<file path="config.mk">
export PLATFORM = sky130hd
export DESIGN_NAME = enhanced_cu
export DESIGN_NICKNAME = d
export VERILOG_FILES = /design/src/rtl/enhanced_pkg.sv /design/src/rtl/enhanced_cu_outdec.sv /design/src/rtl/enhanced_cu.sv
export SDC_FILE = /design/constraint.sdc
export NUM_CORES = 1
export LEC_CHECK = 0
export ABC_AREA = 1
export BUFFER_PORTS_ARGS = -buffer_cell sky130_fd_sc_hd__buf_2
export CORE_AREA = 2 2 39 41
export DETAILED_ROUTE_END_ITERATION = 6
export DIE_AREA = 0 0 41 43
export MAX_ROUTING_LAYER = met4
export PLACE_DENSITY_LB_ADDON = 0.05
export SLEW_MARGIN = 15
export SYNTH_ARGS = -nofsm -noshare
export SYNTH_HDL_FRONTEND = slang
export SYNTH_SLANG_ARGS = --single-unit
</file>
<file path="constraint.sdc">
create_clock -name clock -period 0.8 [get_ports clock]
set_input_delay 0.08 -clock clock [delete_from_list [all_inputs] [get_ports clock]]
set_output_delay 0.08 -clock clock [all_outputs]
set_load 0.01 [all_outputs]
</file>
<file path="src/rtl/enhanced_pkg.sv">
// ---------------------------------------------------------------------------
// enhanced_pkg
// Shared encodings for the enhanced 8-bit processor. Both enhanced_cu and
// enhanced_dp import this package so that the two sides agree on opcodes,
// state codes, A-register source selects and the control-word layout.
//
// Contents:
//   OP_*        3-bit opcodes carried in IR[7:5]
//   state_t     4-bit controller state; execute states are {1'b1, opcode}
//   ASEL_*      A-register source select codes (2'b11 is reserved)
//   ctrl_t      9-bit control word, MSB first:
//               {IRload, JMPmux, PCload, Meminst, MemWr, Asel[1:0], Aload, sub}
//   CTRL_IDLE   all control lines inactive
// ---------------------------------------------------------------------------
package enhanced_pkg;

    localparam logic [2:0] OP_LOAD  = 3'b000;
    localparam logic [2:0] OP_STORE = 3'b001;
    localparam logic [2:0] OP_ADD   = 3'b010;
    localparam logic [2:0] OP_SUB   = 3'b011;
    localparam logic [2:0] OP_INPUT = 3'b100;
    localparam logic [2:0] OP_JZ    = 3'b101;
    localparam logic [2:0] OP_JPOS  = 3'b110;
    localparam logic [2:0] OP_HALT  = 3'b111;

    // Execute states reuse the opcode in the low three bits so DECODE can
    // jump straight to {1'b1, ir}. Codes 0011..0111 have no meaning.
    typedef enum logic [3:0] {
        ST_START  = 4'b0000,
        ST_FETCH  = 4'b0001,
        ST_DECODE = 4'b0010,
        ST_LOAD   = {1'b1, OP_LOAD},
        ST_STORE  = {1'b1, OP_STORE},
        ST_ADD    = {1'b1, OP_ADD},
        ST_SUB    = {1'b1, OP_SUB},
        ST_INPUT  = {1'b1, OP_INPUT},
        ST_JZ     = {1'b1, OP_JZ},
        ST_JPOS   = {1'b1, OP_JPOS},
        ST_HALT   = {1'b1, OP_HALT}
    } state_t;

    localparam logic [1:0] ASEL_ALU   = 2'b00;
    localparam logic [1:0] ASEL_INPUT = 2'b01;
    localparam logic [1:0] ASEL_MEM   = 2'b10;

    typedef struct packed {
        logic       irLoad;
        logic       jmpMux;
        logic       pcLoad;
        logic       memInst;
        logic       memWr;
        logic [1:0] aSel;
        logic       aLoad;
        logic       sub;
    } ctrl_t;

    localparam ctrl_t CTRL_IDLE = '0;

    // Map an opcode onto its execute state.
    function automatic state_t execState(input logic [2:0] op);
        return state_t'({1'b1, op});
    endfunction

endpackage

</file>
<file path="src/rtl/enhanced_cu_outdec.sv">
// ---------------------------------------------------------------------------
// enhanced_cu_outdec
// Combinational output decoder for the enhanced control unit. Produces the
// 9-bit datapath control word from the current state and, for the Mealy
// cases, from the A-register flags and the operator enter strobe.
//
// Ports:
//   i_state   current controller state
//   i_aeq0    datapath flag A == 0 (drives PCload in JZ)
//   i_apos    datapath flag A > 0 signed (drives PCload in JPOS)
//   i_enter   operator input-valid strobe (used only when INPUT waits)
//   o_ctrl    control word {IRload,JMPmux,PCload,Meminst,MemWr,Asel,Aload,sub}
//
// Build option:
//   ENHANCED_CU_INPUT_WAIT_EN  when defined, Aload in INPUT follows i_enter;
//                              otherwise INPUT loads A unconditionally.
// ---------------------------------------------------------------------------
module enhanced_cu_outdec
    import enhanced_pkg::*;
(
    input  state_t i_state,
    input  logic   i_aeq0,
    input  logic   i_apos,
    input  logic   i_enter,
    output ctrl_t  o_ctrl
);

    // Every line defaults to inactive; each state only raises what it needs.
    // Illegal state codes fall through to the idle word.
    always_comb begin
        o_ctrl = CTRL_IDLE;
        case (i_state)
            ST_FETCH: begin
                o_ctrl.irLoad = 1'b1;
                o_ctrl.pcLoad = 1'b1;
            end
            ST_DECODE: begin
                o_ctrl.memInst = 1'b1;
            end
            ST_LOAD: begin
                o_ctrl.memInst = 1'b1;
                o_ctrl.aSel    = ASEL_MEM;
                o_ctrl.aLoad   = 1'b1;
            end
            ST_STORE: begin
                o_ctrl.memInst = 1'b1;
                o_ctrl.memWr   = 1'b1;
            end
            ST_ADD: begin
                o_ctrl.memInst = 1'b1;
                o_ctrl.aSel    = ASEL_ALU;
                o_ctrl.aLoad   = 1'b1;
            end
            ST_SUB: begin
                o_ctrl.memInst = 1'b1;
                o_ctrl.aSel    = ASEL_ALU;
                o_ctrl.aLoad   = 1'b1;
                o_ctrl.sub     = 1'b1;
            end
            ST_INPUT: begin
                o_ctrl.aSel = ASEL_INPUT;
`ifdef ENHANCED_CU_INPUT_WAIT_EN
                o_ctrl.aLoad = i_enter;
`else
                o_ctrl.aLoad = 1'b1;
`endif
            end
            // Conditional jumps: the branch target is always selected, and
            // the PC is loaded only when the flag says the branch is taken.
            ST_JZ: begin
                o_ctrl.jmpMux = 1'b1;
                o_ctrl.pcLoad = i_aeq0;
            end
            ST_JPOS: begin
                o_ctrl.jmpMux = 1'b1;
                o_ctrl.pcLoad = i_apos;
            end
            default: begin
            end
        endcase
    end

`ifndef ENHANCED_CU_INPUT_WAIT_EN
    // Without the wait option the enter strobe has no effect on the outputs.
    logic w_unusedEnter;
    assign w_unusedEnter = i_enter;
`endif

endmodule

</file>
<file path="src/rtl/enhanced_cu.sv">
// ---------------------------------------------------------------------------
// enhanced_cu
// Control unit for the enhanced 8-bit processor. Sequences each instruction
// through START, FETCH, DECODE and one execute state chosen by the opcode,
// and drives the control lines of enhanced_dp.
//
// Ports:
//   clock     system clock, rising edge
//   reset     asynchronous active-high reset, forces START
//   ir        opcode IR[7:5], sampled only in DECODE
//   Aeq0      datapath flag A == 0
//   Apos      datapath flag A > 0 (signed)
//   enter     operator input-valid strobe
//   IRload, JMPmux, PCload, Meminst, MemWr, Asel[1:0], Aload, sub
//             datapath control lines
//   halt      high while in HALT
//   state     current state, for debug
//
// Build option:
//   ENHANCED_CU_INPUT_WAIT_EN  when defined, INPUT waits for enter before
//                              loading A and returning to START.
// ---------------------------------------------------------------------------
module enhanced_cu
    import enhanced_pkg::*;
(
    input  logic       clock,
    input  logic       reset,
    input  logic [2:0] ir,
    input  logic       Aeq0,
    input  logic       Apos,
    input  logic       enter,
    output logic       IRload,
    output logic       JMPmux,
    output logic       PCload,
    output logic       Meminst,
    output logic       MemWr,
    output logic [1:0] Asel,
    output logic       Aload,
    output logic       sub,
    output logic       halt,
    output logic [3:0] state
);

    state_t r_state;
    ctrl_t  w_ctrl;

    // State register and next-state logic. Every execute state returns to
    // START except HALT, which only reset can leave, and INPUT when it is
    // built to wait for the operator. Unused codes recover to START.
    always_ff @(posedge clock or posedge reset) begin
        if (reset) begin
            r_state <= ST_START;
        end else begin
            case (r_state)
                ST_START:  r_state <= ST_FETCH;
                ST_FETCH:  r_state <= ST_DECODE;
                ST_DECODE: r_state <= execState(ir);
                ST_HALT:   r_state <= ST_HALT;
`ifdef ENHANCED_CU_INPUT_WAIT_EN
                ST_INPUT:  r_state <= enter ? ST_START : ST_INPUT;
`endif
                default:   r_state <= ST_START;
            endcase
        end
    end

    enhanced_cu_outdec u_outdec (
        .i_state (r_state),
        .i_aeq0  (Aeq0),
        .i_apos  (Apos),
        .i_enter (enter),
        .o_ctrl  (w_ctrl)
    );

    // Outputs decode straight from the state register, so reset clears
    // them as soon as it asserts.
    assign IRload  = w_ctrl.irLoad;
    assign JMPmux  = w_ctrl.jmpMux;
    assign PCload  = w_ctrl.pcLoad;
    assign Meminst = w_ctrl.memInst;
    assign MemWr   = w_ctrl.memWr;
    assign Asel    = w_ctrl.aSel;
    assign Aload   = w_ctrl.aLoad;
    assign sub     = w_ctrl.sub;
    assign halt    = (r_state == ST_HALT);
    assign state   = r_state;

endmodule

</file>
-- Word-level counts from Yosys, hierarchy flattened
Index checks and enable logic that the tools add are counted.
- eq/ne operators: 10
- muxes and demuxes: 8
- reduce and logical (&&, ||, !) cells: 4
- operator list (kind ; number):
    equality test 4 bit, second input constant ; 8
    one-hot mux 4 bit (4 select lines) ; 1
    one-hot mux 3 bit (3 select lines) ; 1
    2-to-1 mux 1 bit ; 5
    OR reduction 5 bit ; 1
    equality test 4 x 1 -> 1 bit, second input constant ; 1
    equality test 4 x 2 -> 1 bit, second input constant ; 1
    logical NOT 4 bit ; 1
    OR reduction 2 bit ; 2
    one-hot mux 1 bit (3 select lines) ; 1
- flip-flop bits (word level): 4
- output and inout bits: 14

-- Logic depth before layout (Yosys ltp)
- depth after elaboration: 3
- mapped depth: 4

-- Cells and area by module
A second synthesis with hierarchy kept.
- cell total of the unflattened synthesis: 46
- area, all modules: 304.0 um^2
- by module, submodules not included (module ; times used ; cells an instance ; area each (um^2)):
    enhanced_cu ; 1 ; 21 ; 185.2
    enhanced_cu_outdec ; 1 ; 25 ; 118.9

-- Worst setup path after synthesis
Ideal clock, no wire load.
- path type: reg-to-output
- from: register r_state, in the netlist state[0]
- to: output port Aload
- arrival time: 931 ps
- slack: -211 ps
- stages on the path, launching flop included: 4
- cells stage by stage: dfrtp_1 inv_2 nor2_2 o21ai_0
- word-level cells in the longest chain between the ends: 3
- elaborated cells on any way between the ends: 6
- those cells by class: 4 x eq/ne; 1 x mux; 1 x reduce/logical
- RTL lines (item ; RTL line ; RTL):
    start, declared ; enhanced_cu.sv:44 ; state_t r_state;
    start signal, assigned ; enhanced_cu.sv:57 ; ST_DECODE: r_state <= execState(ir);
    equality test 4 bit ; enhanced_cu_outdec.sv:32 ; case (i_state)
    OR reduction 2 bit (no source line) ; - ;
    one-hot mux 3 bit (3 select lines) (*) ; enhanced_cu_outdec.sv:32 ;
    end, declared ; enhanced_cu.sv:38 ; output logic Aload,
Mark *: on every way between the ends. The rest lies on a longest branch, timed or not.

-- Final worst setup path
- from: register r_state, in the netlist state[0]
- to: output port MemWr
- word-level cells in the longest chain between the ends: 2
- RTL lines (item ; RTL line ; RTL):
    equality test 4 bit ; enhanced_cu_outdec.sv:32 ;
    2-to-1 mux 1 bit ; enhanced_cu_outdec.sv:32 ;
    end, declared ; enhanced_cu.sv:36 ; output logic MemWr,
No other way between the ends.

==> flow_summary.toml <==
[detailed_routing]
wire_per_inst_um = 10.4
dr_total_vias = 402
first_pass_iters = 2
first_iter_violations = 1
viasPerCell = 4.28
wirelength_um = 979
drc = 0
drtAntennaViolNets = 0

[synthesis]
synth_compound_area_share_pct = 4.72
yosysUniqueCellTypes = 11
synth_top_cell_area_share_pct = 37.7
synth_top_cell_by_area = "dfrtp_1"
synth_warnings = 0
synth_seq_area_share_pct = 37.7
synth_top_cells_by_area = "dfrtp_1 38%, nand3_1 21%, nand2_1 8.5%"
synth_area_per_cell_um2 = 6.98
synth_area_um2 = 265
synthAdderAreaFrac_pct = 0
synth_top_family_by_area = "simple AND/OR/NAND/NOR gates"
ys_seq_elements = 4
synth-simple-area-share_pct = 46.2
synth-xor-area-share_pct = 0
syn-num-nets = 46
synthMuxAreaShare_pct = 0
syn_inst = 38

[cts]
cts_buffers = 3
cts-root-buf = "clkbuf_4"
insertion_delay_ns = 0.24
htreeDepth = 1
cts.sinks = 4
cts_tree = "yes"
cts_buffer_depth = 2
clk_pin_slew_ns = 0.04

[placement]
post-place-ws_ns = -0.239
gp_congestion = 0.689
port_buffers = 20
hpwl_um = 723

[global_route]
grt.total_usage_pct = 11.3
grt_max_degree = 6
grt_first_pass_wirelength_um = 1280
antenna_found_initial = 0
grt_pass1_vias = 331
overflow = 0

[worst_setup_path]
endpoint_kind = "primary output"
slowest_stage = "dfrtp_2"
r2r_slack_ns = -0.35
crit_path_cell_trace = "inv_4 > buf_4 > nor3_2 > buf_2"
r2r-end = "state[1]"
crit_path_start_kind = "register"
criticalPathCategory = "reg -> out"
cp_max_fo = 4
r2r_cells = 6
critPathTopFamily = "flip-flops"
rr_startpoint = "state[0]"
cp_data_arrival_time_ns = 1.17
critPathMaxStageDelay_ns = 0.45
cp_num_buf_inv = 3
worstPathRequired_ns = 0.72

[floorplan]
dieArea_um2 = 1760
die_w_um = 41
io_pins = 22
start_util_pct = 19.2
num_rows = 14
die-height_um = 43
core-area_um2 = 1380

[worst_hold_path]
whs_path_depth = 3
min-delay-start = "ir[1]"
min_to = "state[1]"
hold_path.class = "in -> reg"

[sta]
fmax_ghz = 0.803
hold_ws_ns = 0.0844
finalClockSkew_ns = 0.0110
final-setup-viol-count = 18
layout_setup_ws_ns = -0.446
hold_violations = 0
worst_slew_pin_slew_ns = 0.172
rsz0062_at_grt = "true"
relSlewSlack_pct = 88.5
period_needed_ns = 1.25
final_max_slew_viol_count = 0
fin_crit_sh_pct = 156

[finish]
multi_input_comb_area_um2 = 226
n_fill_cell = 128
areaGrowthSynthToFinish_pct = 167
layout-drive-gt1-share_pct = 87.2
seq_area_um2 = 105
diodes = 0
nNetsFinal = 87
largest_reg_flops = 4

[flow_run]
cap_violations = 0

[status]
violations = "setup timing"
outcome = "finished, violations left"

[power_and_ir_drop]
p_leak_nw = 0.376
p_per_area_nw_per_um2 = 3640
power_mw = 2.58
peakVddDrop_mv = 1.79
## layer usage
layer	up-vias	part of all wire [%]	GRT usage [%]
met2	11	56	18.8
met4	0	0	6.00
li1	204	-	-
met1	187	39	11.1
met3	0	4.8	3.14
met5	-	0	-
## logic make-up after synthesis
| kind of cell | Yosys count |
|---|---|
| buf+inv | 8 |
| simple gates | 24 |
| compound gates | 2 |
| flops | 4 |
## synth_stat cells, drive strengths merged
cell,instances
dfrtp,4
inv,8
nand2,7
nand3,11
nor2,3
nor3,3
o21a,1
o21ai,1
## cells in the final DEF (no fill, tap or decap), types with 2 or more instances in the layout
cell / synthesis / final
buf_2: 0 / 13
nand2_2: 1 / 6
inv_4: 0 / 3
nand3_1: 11 / 4
nor3_2: 0 / 3
dfrtp_2: 0 / 4
inv_1: 5 / 3
buf_4: 0 / 8
inv_2: 3 / 2
buf_6: 0 / 14
nor2_4: 1 / 3
clkbuf_4: 0 / 3
nand3_2: 0 / 6
## worst register-to-register path: cells and delay by family, from the launching register on
family / cells / cell delay [ns]
buffers and inverters: 3 / 0.33
flip-flops: 1 / 0.45
AND/OR/NAND/NOR: 3 / 0.30
## metrics by stage
stage          setup TNS (ns)  instances  utilization [%]  instance area [um2]
4_1_cts                 -5.96         90             43.4                  601
3_3_place_gp            -2.70         81             34.6                  479
2_1_floorplan           -1.38         38                -                  307
6_report                -5.99         94             51.2                  708
3_5_place_dp            -2.58         81             34.6                  479
5_1_grt                 -6.91         94             51.2                  708
## final cells by class
cell class / count / area share [%]
clock buffers: 4 / 3.71
multi-input cells: 26 / 32.0
well taps: 16 / 2.83
repair buffers: 36 / 41.3
inverters: 8 / 5.30
flip-flops and latches: 4 / 14.8
## worst max path at each step
stage | startpoint | to | cells past startpoint
2_1_floorplan | state[3] | halt | 4
5_1_grt | state[0] | IRload | 5
3_5_place_dp | state[3] | halt | 5
3_3_place_gp | state[3] | halt | 5
6_report | state[0] | MemWr | 4
4_1_cts | state[0] | IRload | 5
## where the power goes
| group | leakage [nW] | switching (mW) | internal, mW |
|---|---|---|---|
| registers | 0.0466 | 0.183 | 0.301 |
| clock network | 0.0150 | 0.0858 | 0.187 |
| logic | 0.315 | 0.830 | 0.992 |
| total | 0.376 | 1.10 | 1.48 |
## repair_timing
item | CTS | global route
pin swaps | 2 | 6
endpoints found under the setup margin | 18 | 18
hold buffers | 1 | 0
buffers inserted | 4 | 4
resized for setup | 12 | 21
endpoints found under the hold margin | 4 | 0
Power figures use the tool's default switching activity.
